<file path="config.mk">
export PLATFORM = sky130hd
export DESIGN_NAME = ram_burst_writer
export DESIGN_NICKNAME = d
export VERILOG_FILES = /design/src/rtl/ram_burst_writer.sv
export SDC_FILE = /design/constraint.sdc
export NUM_CORES = 1
export LEC_CHECK = 0
export ABC_CLOCK_PERIOD_IN_PS = 2380
export CORE_MARGIN = 5
export CORE_UTILIZATION = 35
export CTS_CLUSTER_SIZE = 30
export DETAILED_ROUTE_END_ITERATION = 16
export GPL_ROUTABILITY_DRIVEN = 0
export PLACE_DENSITY_LB_ADDON = 0.12
export SLEW_MARGIN = 10
export SYNTH_ARGS = -nofsm -noshare
export SYNTH_HDL_FRONTEND = slang
export SYNTH_SLANG_ARGS = --single-unit
</file>
<file path="constraint.sdc">
create_clock -name clk -period 2.38 [get_ports clk]
set_input_delay 0.357 -clock clk [delete_from_list [all_inputs] [get_ports clk]]
set_output_delay 0.357 -clock clk [all_outputs]
set_load 0.05 [all_outputs]
</file>
<file path="src/rtl/ram_burst_writer.sv">
// Burst-loaded register-file RAM with a combinational read port.
// Commands give start address and beat count; beats are written one per handshake.
module ram_burst_writer #(
   parameter int WIDTH      = 32,
   parameter int ADDR_WIDTH = 4
) (
   input  logic                  clk,
   input  logic                  rst_n,
   input  logic                  cmd_valid,
   output logic                  cmd_ready,
   input  logic [ADDR_WIDTH-1:0] cmd_addr,
   input  logic [ADDR_WIDTH:0]   cmd_len,
   input  logic                  wr_valid,
   output logic                  wr_ready,
   input  logic [WIDTH-1:0]      wr_data,
   output logic                  busy,
   output logic                  done,
   input  logic [ADDR_WIDTH-1:0] rd_addr,
   output logic [WIDTH-1:0]      rd_data
);

   localparam int DEPTH = 1 << ADDR_WIDTH;
   localparam logic [ADDR_WIDTH:0] LAST = 1;

   typedef enum logic [1:0] {
      IDLE,
      BURST,
      DONE
   } state_t;

   state_t                state;
   state_t                state_nxt;
   logic [ADDR_WIDTH-1:0] ptr;
   logic [ADDR_WIDTH:0]   rem;
   logic [WIDTH-1:0]      mem [DEPTH];
   logic                  cmd_fire;
   logic                  wr_fire;

   assign cmd_fire = cmd_valid & cmd_ready;
   assign wr_fire  = wr_valid & wr_ready;

   always_ff @(posedge clk or negedge rst_n) begin
      if (!rst_n) begin
         state <= IDLE;
      end else begin
         state <= state_nxt;
      end
   end

   always_comb begin
      state_nxt = state;
      cmd_ready = 1'b0;
      wr_ready  = 1'b0;
      busy      = 1'b1;
      done      = 1'b0;
      unique case (state)
         IDLE: begin
            cmd_ready = 1'b1;
            busy      = 1'b0;
            if (cmd_valid) begin
               state_nxt = (cmd_len != '0) ? BURST : DONE;
            end
         end
         BURST: begin
            wr_ready = 1'b1;
            if (wr_valid && rem == LAST) begin
               state_nxt = DONE;
            end
         end
         DONE: begin
            done      = 1'b1;
            state_nxt = IDLE;
         end
         default: state_nxt = IDLE;
      endcase
   end

   // Pointer wraps naturally at DEPTH; long bursts overwrite their own start.
   always_ff @(posedge clk or negedge rst_n) begin
      if (!rst_n) begin
         ptr <= '0;
         rem <= '0;
      end else if (cmd_fire) begin
         ptr <= cmd_addr;
         rem <= cmd_len;
      end else if (wr_fire) begin
         ptr <= ptr + 1'b1;
         rem <= rem - 1'b1;
      end
   end

   always_ff @(posedge clk or negedge rst_n) begin
      if (!rst_n) begin
         for (int i = 0; i < DEPTH; i++) begin
            mem[i] <= '0;
         end
      end else if (wr_fire) begin
         mem[ptr] <= wr_data;
      end
   end

   assign rd_data = mem[rd_addr];

endmodule

</file>
---- After elaboration in Yosys (flattened, before gate mapping) ----
Index checks and enable logic that the tools add are counted.
operators by class
  mux-type cells .......................... 18
  reduce and logical (&&, ||, !) cells .... 6
  $mul .................................... 0
  div/mod/pow operators ................... 0
  add/sub/neg operators ................... 2
  eq/ne operators ......................... 5
  $lt $le $gt $ge ......................... 3
  shift-type cells ........................ 0
  bitwise logic cells ..................... 4
operator list
  operator             number
  $bwmux 512           1
  $bmux 32 s4          1
  $demux 32 s4         1
  $mux 32              3
  $ge 5x5->1 const B   2
  $mux 5               2
  $not 4->5            2
  $mux 4               2
  $mux 2               3
  $eq 5x1->1 const B   1
  $lt 5x1->1 const B   1
  $reduce_bool 5->1    1
  $sub 5x1->5 const B  1
  $add 4x1->4 const B  1
  $mux 1               4
  $ne 2x2->1 const B   2
  $pmux 2 s2           1
  $and 1x1->1          2
  $eq 2x1->1 const B   1
  $eq 2x2->1 const B   1
  $logic_and 1x1->1    2
  $logic_not 2->1      1
  $reduce_and 2->1     1
  $reduce_bool 2->1    1
word-level totals
  flip-flop bits (word level) ............. 523
  RAM bits ................................ 0
  word-level logic and storage cells ...... 57
  latch bits .............................. 0
  output and inout port bits .............. 36
  memories ................................ 0
  ROM bits ................................ 0

---- Depth between registers and ports, before layout ----
Gate-level depths: netlist of the first run.
  word-level depth ........................ 6
  mapped depth ............................ 6
  mapped depth without buffers ............ 5

---- Worst setup path after synthesis of the first run ----
Ideal clock, no wire load.
  path kind ............................... input -> output
  from .................................... input port rd_addr[0]
  to ...................................... output port rd_data[10]
  stages on the path ...................... 5
  setup slack ............................. 0.113 ns
  buffers on the path ..................... 2
  data arrival time ....................... 1.910 ns
  path through ............................ buf_2 buf_2 mux4_2 a22oi_1 nand2_1
between the ends
  longest elaborated chain between the ends .. 4
ends and longest elaborated chain
  what                                         RTL line  text
  from (decl)                                  18        input logic [ADDR_WIDTH-1:0] rd_addr,
  $not 4->5 (implied by the code)              102       assign rd_data = mem[rd_addr];
  $bmux 32 s4                                  102
  $mux 32 (implied by the code) (2 in series)  102
  to (decl)                                    19        output logic [WIDTH-1:0] rd_data
Every way passes these cells. The select of a mux whose other input is x is not followed.

---- Worst setup path in the final report of the first run ----
  from .................................... register mem[415] (netlist name)
  to ...................................... output port rd_data[31]
between the ends
  longest elaborated chain between the ends .. 3
ends and longest elaborated chain
  what                                         RTL line  text
  from (decl)                                  35        logic [WIDTH-1:0] mem [DEPTH];
  from (signal, indexed assignment)            98        mem[ptr] <= wr_data;
  $bmux 32 s4                                  102
  $mux 32 (implied by the code) (2 in series)  102
Every way passes these cells. The select of a mux whose other input is x is not followed.

==> impl_metrics.toml, run 1 <==
[cells_and_area]
drive_gt1_frac = 0.584
fin_util = 0.429
fillers = 5997
area_growth_pct = 22.0
nets = 1635

[clock_network]
cts_root_buffer = "clkbuf_16"
insertion_delay_ps = 610
numCtsBuffers = 58
cts.clk_slew.worst_paths_ps = 60
cts_sinks = 523
clock_path_buffers = 3
cts_tree = "built"
h-tree-depth = 2

[yosys]
netlist_instances = 1471
synth_edf_count = 0
synth_seq_area_share = 0.557
synth_seq_cells = 523
syn-cell-area_um2 = 23500
syn-num-nets = 1526
ys_async_sr_fraction = 1.00
syn_area_per_cell_um2 = 16.0
ys.flop_type = "dfrtp_1"
yosysWarningCount = 0
synth_cell_types = 39

[worst_hold_path]
hp-class = "in -> async"

[sta]
fin_crit_sh = 1.00
finalSetupViolations = 1
rsz0062_at_grt = "true"
postLayoutSetupSlackWorst_ps = -1.03
fmax_mhz = 420
setup_tns_ps = -1.03
period_needed_ps = 2380
slew_viol_final = 0
relSlewSlack = 0.568
finClkSkew_ps = 16.6
tightest_slew_ps = 646
hold_viol = 0

[worst_setup_path]
critical_path.top_delay_family = "multiplexers"
path_buf_inv = 2
cp_cell_sequence = "mux4_2, a22oi_2, buf_4, nand2_4, buf_8"
crit_type = "reg -> out"
cp-end-kind = "output port"
path_max_fanout = 2
cpPeakStageDelay_ps = 480
cp_slowest_cell = "mux4_2"
worst_ep_required_time_ps = 2020
cp.arrival_ps = 2020
start_kind = "flip-flop"

[global_routing]
grt_pass1_vias = 14663
grt_usage = 0.173
antenna_found_initial = 5
gr-total-overflow = 0
grt_pass1_wl_um = 97200
grt_max_degree = 79

[floorplanning]
core.rowCount = 95
die_x_um = 269
core_area_um2 = 66900
io_pins = 85
start_util = 0.351
die_h_um = 269
die-area_um2 = 72400

[detailed_routing]
antenna_left = 0
route.detailed.drc = 0
drt-total-wl_um = 62300
vias = 13392
via_per_inst = 5.36
detail_route.iter0.violations = 677
wl_per_cell_um = 25.0
drtPass1Iterations = 6

[outcome]
violations = "setup timing"
status = "complete, but fails checks"

[pwr]
ir_worst_vdd_mv = 0.556
power_density_nw_per_um2 = 1230
p_leak_nw = 12.3
p_total_w = 0.0352

[run]
cap_violations = 0

[placement]
place_hpwl_um = 37500
dp_slack_ps = -20.2
port_buffers = 84
## Yosys cell counts, drive strengths merged (2+ instances only)
master  count  share of area
inv         6        0.00096
a21oi       2        0.00043
clkbuf     63          0.010
nor2b       4         0.0011
nor4b       2         0.0014
a221o       6         0.0026
nand3       6         0.0013
a22oi      64          0.020
or4         2        0.00064
nand2b      3        0.00080
mux2      514           0.25
ha          6         0.0032
mux4      128           0.12
nor3        5         0.0013
nand4b      4         0.0018
dfrtp     523           0.56
buf        66          0.015
nor2       16         0.0026
nand2      37         0.0059
## sequential cells by signal, summed over array words and instances (netlist names)
name   flops
state      2
ptr        4
mem      512
rem        5
## cells by family after synthesis
logic type / Yosys count / share of synthesized area
adders and majority gates: 6 / 0.00319
xor gates and xnor gates: 1 / 0.000373
AOI/OAI and AO/OA: 76 / 0.0246
DFF: 523 / 0.557
buffers and inverters: 135 / 0.0263
and+or+nand+nor: 87 / 0.0193
muxes: 643 / 0.369
## layout by cell type (no fill, tap or decap), types with 2 or more instances in the layout
cell / n
a221o_1: 6
bufinv_16: 3
nor3_1: 3
nand2b_1: 3
inv_1: 6
ha_1: 6
diode_2: 2
a22oi_1: 17
dfrtp_1: 523
buf_8: 4
nand2_2: 20
nor2_1: 6
clkdlybuf4s50_1: 45
mux4_2: 128
nand2_1: 15
or4_1: 2
a21oi_1: 2
clkbuf_16: 61
clkbuf_8: 12
clkbuf_1: 15
nand4b_1: 3
mux2_2: 511
buf_6: 19
nor2b_1: 2
clkinv_2: 12
buf_4: 42
dlygate4sd2_1: 2
nand2_4: 2
nor2b_4: 2
a22oi_2: 47
buf_12: 64
mux2_1: 3
nand3_2: 3
nand3_1: 3
nor2_4: 10
## final timing paths
path                            depth (start not counted)          end  slack [ps]       start
worst max-delay path                                    5  rd_data[31]          -1    mem[415]
worst min register to register                          1      mem[70]         490     mem[70]
worst min-delay path                                    2       mem[1]         300       rst_n
min in group clk                                        3       rem[4]         320  cmd_len[4]
max in group asynchronous                               3     state[1]        1240       rst_n
worst max register to register                          5      mem[67]         290    state[0]
## layer usage
metal  vias up  GRT usage  routed length, µm
met2       187      0.272              28900
met4         6     0.0370               1200
li1       5751          -                  -
met5         -          0                 37
met3        84     0.0311               2510
met1      7364      0.255              29700
## worst register-to-register path, delay by kind of cell (launching register included)
kind	cells	cell delay [ps]
buf+inv	2	520
mux	1	390
flops	1	560
simple gates	2	500
## final cells by class
type	count	area, µm²	share of cell area
Antenna cell	2	5.00	0.000174
Clock buffer	88	1750	0.0609
Clock inverter	15	150	0.00523
Inverter	6	22.5	0.000785
Multi-Input combinational cell	813	10200	0.356
Sequential cell	523	13100	0.456
Tap cell	873	1090	0.0381
Timing Repair Buffer	178	2350	0.0821
## what timing repair did
action | 4_1_cts | 5_1_grt
endpoints found under the hold margin | 40 | 0
hold buffers | 1 | 0
resized for setup | 67 | 31
setup buffers | 0 | 1
pin swaps | 22 | 15
cloned | 0 | 0
setup endpoints to repair | 33 | 27
## metrics by stage
stage / area [µm²] / cells / hold WS (ps)
2_1_floorplan: 23500 / 1471 / 61.4
3_3_place_gp: 26400 / 2392 / 327
3_5_place_dp: 26400 / 2392 / 330
4_1_cts: 28600 / 2495 / 285
5_1_grt: 28700 / 2496 / 308
6_report: 28700 / 2498 / 297
## report_power, final
group          internal, W  switching, W
registers           0.0131       0.00203
logic              0.00660       0.00457
clock network      0.00534       0.00359
total               0.0250        0.0102
No activity file was read; power rests on OpenSTA's default activity.
==> run 2, diff against run 1 <==
--- a/config.mk
+++ b/config.mk
@@ -6,7 +6,7 @@
 export NUM_CORES = 1
 export LEC_CHECK = 0
 export ABC_CLOCK_PERIOD_IN_PS = 2380
-export CORE_MARGIN = 5
+export CORE_MARGIN = 1.5
 export CORE_UTILIZATION = 35
 export CTS_CLUSTER_SIZE = 30
 export DETAILED_ROUTE_END_ITERATION = 16
==> constraint.sdc (replaced) <==
create_clock -name clk -period 2.38 [get_ports clk]
set_input_delay 0.595 -clock clk [delete_from_list [all_inputs] [get_ports clk]]
set_output_delay 0.595 -clock clk [all_outputs]
set_load 0.05 [all_outputs]
==> run 2 against run 1 <==
  * Clock power fell by 0.6%
  * The run still ends with setup timing left
  * Via count fell by 0.96%
  * Setup slack got worse by 200 ps
  * Critical path depth fell by 1
  * Sequential share of layout area fell by 1.0 points
  * Hold slack improved by 190 ps
  * Die area fell by 5.1%
==> impl_metrics.toml, run 2 (same netlist as run 1, synthesis figures left out) <==
[outcome]
status = "complete, but fails checks"
violations = "setup timing"

[worst_setup_path]
critical_path.top_delay_family = "multiplexers"
crit_type = "reg -> out"
cp_slowest_cell = "mux4_2"
reg2reg_from = "ptr[1]"
cp-end-kind = "output port"
path_max_fanout = 2
start_kind = "flip-flop"
path_buf_inv = 1
cp.arrival_ps = 1980
cp_cell_sequence = "mux4_2, a22oi_2, nand2_4, buf_12"
worst_ep_required_time_ps = 1780
worst_r2r_path_depth = 6
worst-path-stages = 4
startpoint = "mem[404]"
cpPeakStageDelay_ps = 490

[clock_network]
insertion_delay_ps = 620
cts_sinks = 523
numCtsBuffers = 59
cts_root_buffer = "clkbuf_16"
cts_tree = "built"
clock_path_buffers = 3
h-tree-depth = 2
cts.clk_slew.worst_paths_ps = 60

[sta]
tightest_slew_ps = 576
finalSetupViolations = 32
hold_viol = 0
fin_crit_sh = 1.08
slew_viol_final = 0
setup_tns_ps = -5090
relSlewSlack = 0.615
period_needed_ps = 2580
whs_ps = 484
finClkSkew_ps = 22.7
postLayoutSetupSlackWorst_ps = -199
fmax_mhz = 388
rsz0062_at_grt = "true"

[floorplanning]
start_util = 0.356
die-area_um2 = 68700
core_area_um2 = 66100
die_h_um = 262
io_pins = 85
core.rowCount = 94
die_x_um = 262

[cells_and_area]
largest_register = "mem"
final_cell_mix = "dfrtp_1, mux2_2, mux4_2"
ff_latch_area_um2 = 13100
largest_reg_flops = 512
fillers = 5848
mostFrequentLayoutCell = "dfrtp_1"
area_growth_pct = 24.9
drive_gt1_frac = 0.603
reg_top3 = "mem: 512 flops, rem: 5 flops, ptr: 4 flops"
final_cells = 2503
nets = 1649
multi_input_area_um2 = 10500

[detailed_routing]
antenna_left = 0
route.detailed.drc = 0
vias = 13263
wl_per_cell_um = 24.2
detail_route.iter0.violations = 638
drtPass1Iterations = 4
via_per_inst = 5.30
drt-total-wl_um = 60500

[global_routing]
grt_usage = 0.184
grt_max_degree = 79
grt_pass1_wl_um = 94900
gr-total-overflow = 0
grt_pass1_vias = 14781
antenna_found_initial = 2

[worst_hold_path]
min_path_cells = 1
hp-class = "reg -> reg"
hp-start = "mem[198]"

[placement]
port_buffers = 84
dp_slack_ps = -392
place_hpwl_um = 36900
place_inst = 2387

[run]
cap_violations = 0

[pwr]
p_total_w = 0.0357
power_density_nw_per_um2 = 1220
p_leak_nw = 12.5
ir_worst_vdd_mv = 0.593
-- run 2: what timing repair did --
action | in CTS | in global routing
buffers inserted | 3 | 1
gates cloned | 7 | 0
gates resized for setup | 24 | 1
setup endpoints to repair | 33 | 32
pin swaps | 18 | 8
hold endpoints to repair | 27 | 0
hold buffers | 1 | 0
-- run 2: cell type report --
class                   instances  share of cell area
well taps                     864              0.0368
inverters                       6            0.000767
clock inverters                18             0.00652
clock buffers                  87              0.0573
multi-input cells             813               0.357
repair buffers                191              0.0955
diodes                          1           0.0000853
flip-flops and latches        523               0.446
-- run 2: through the flow --
stage | utilization | instance area [µm²]
6_report | 0.444 | 29300
3_5_place_dp | 0.412 | 27200
5_1_grt | 0.444 | 29300
3_3_place_gp | 0.412 | 27200
2_1_floorplan | - | 24300
4_1_cts | 0.445 | 29400
-- run 2: power breakdown --
part / total [W] / internal (W) / switching (W)
registers: 0.0151 / 0.0131 / 0.00201
clock network: 0.00888 / 0.00519 / 0.00369
logic: 0.0118 / 0.00708 / 0.00471
-- run 2: metal layers --
| metal | GRT usage | wire length (µm) | vias to the layer above |
|---|---|---|---|
| met4 | 0.0451 | 1160 | 2 |
| met3 | 0.0250 | 1970 | 77 |
| met1 | 0.259 | 28100 | 7230 |
| li1 | - | - | 5778 |
| met5 | 0 | 10 | - |
| met2 | 0.301 | 29300 | 176 |
-- run 2: worst paths after layout --
kind	endpoint	slack, ps
max	rd_data[20]	-200
min	mem[198]	480
max reg2reg	mem[326]	390
min reg2reg	mem[198]	480
max in group asynchronous	mem[47]	950
min in group asynchronous	mem[292]	500
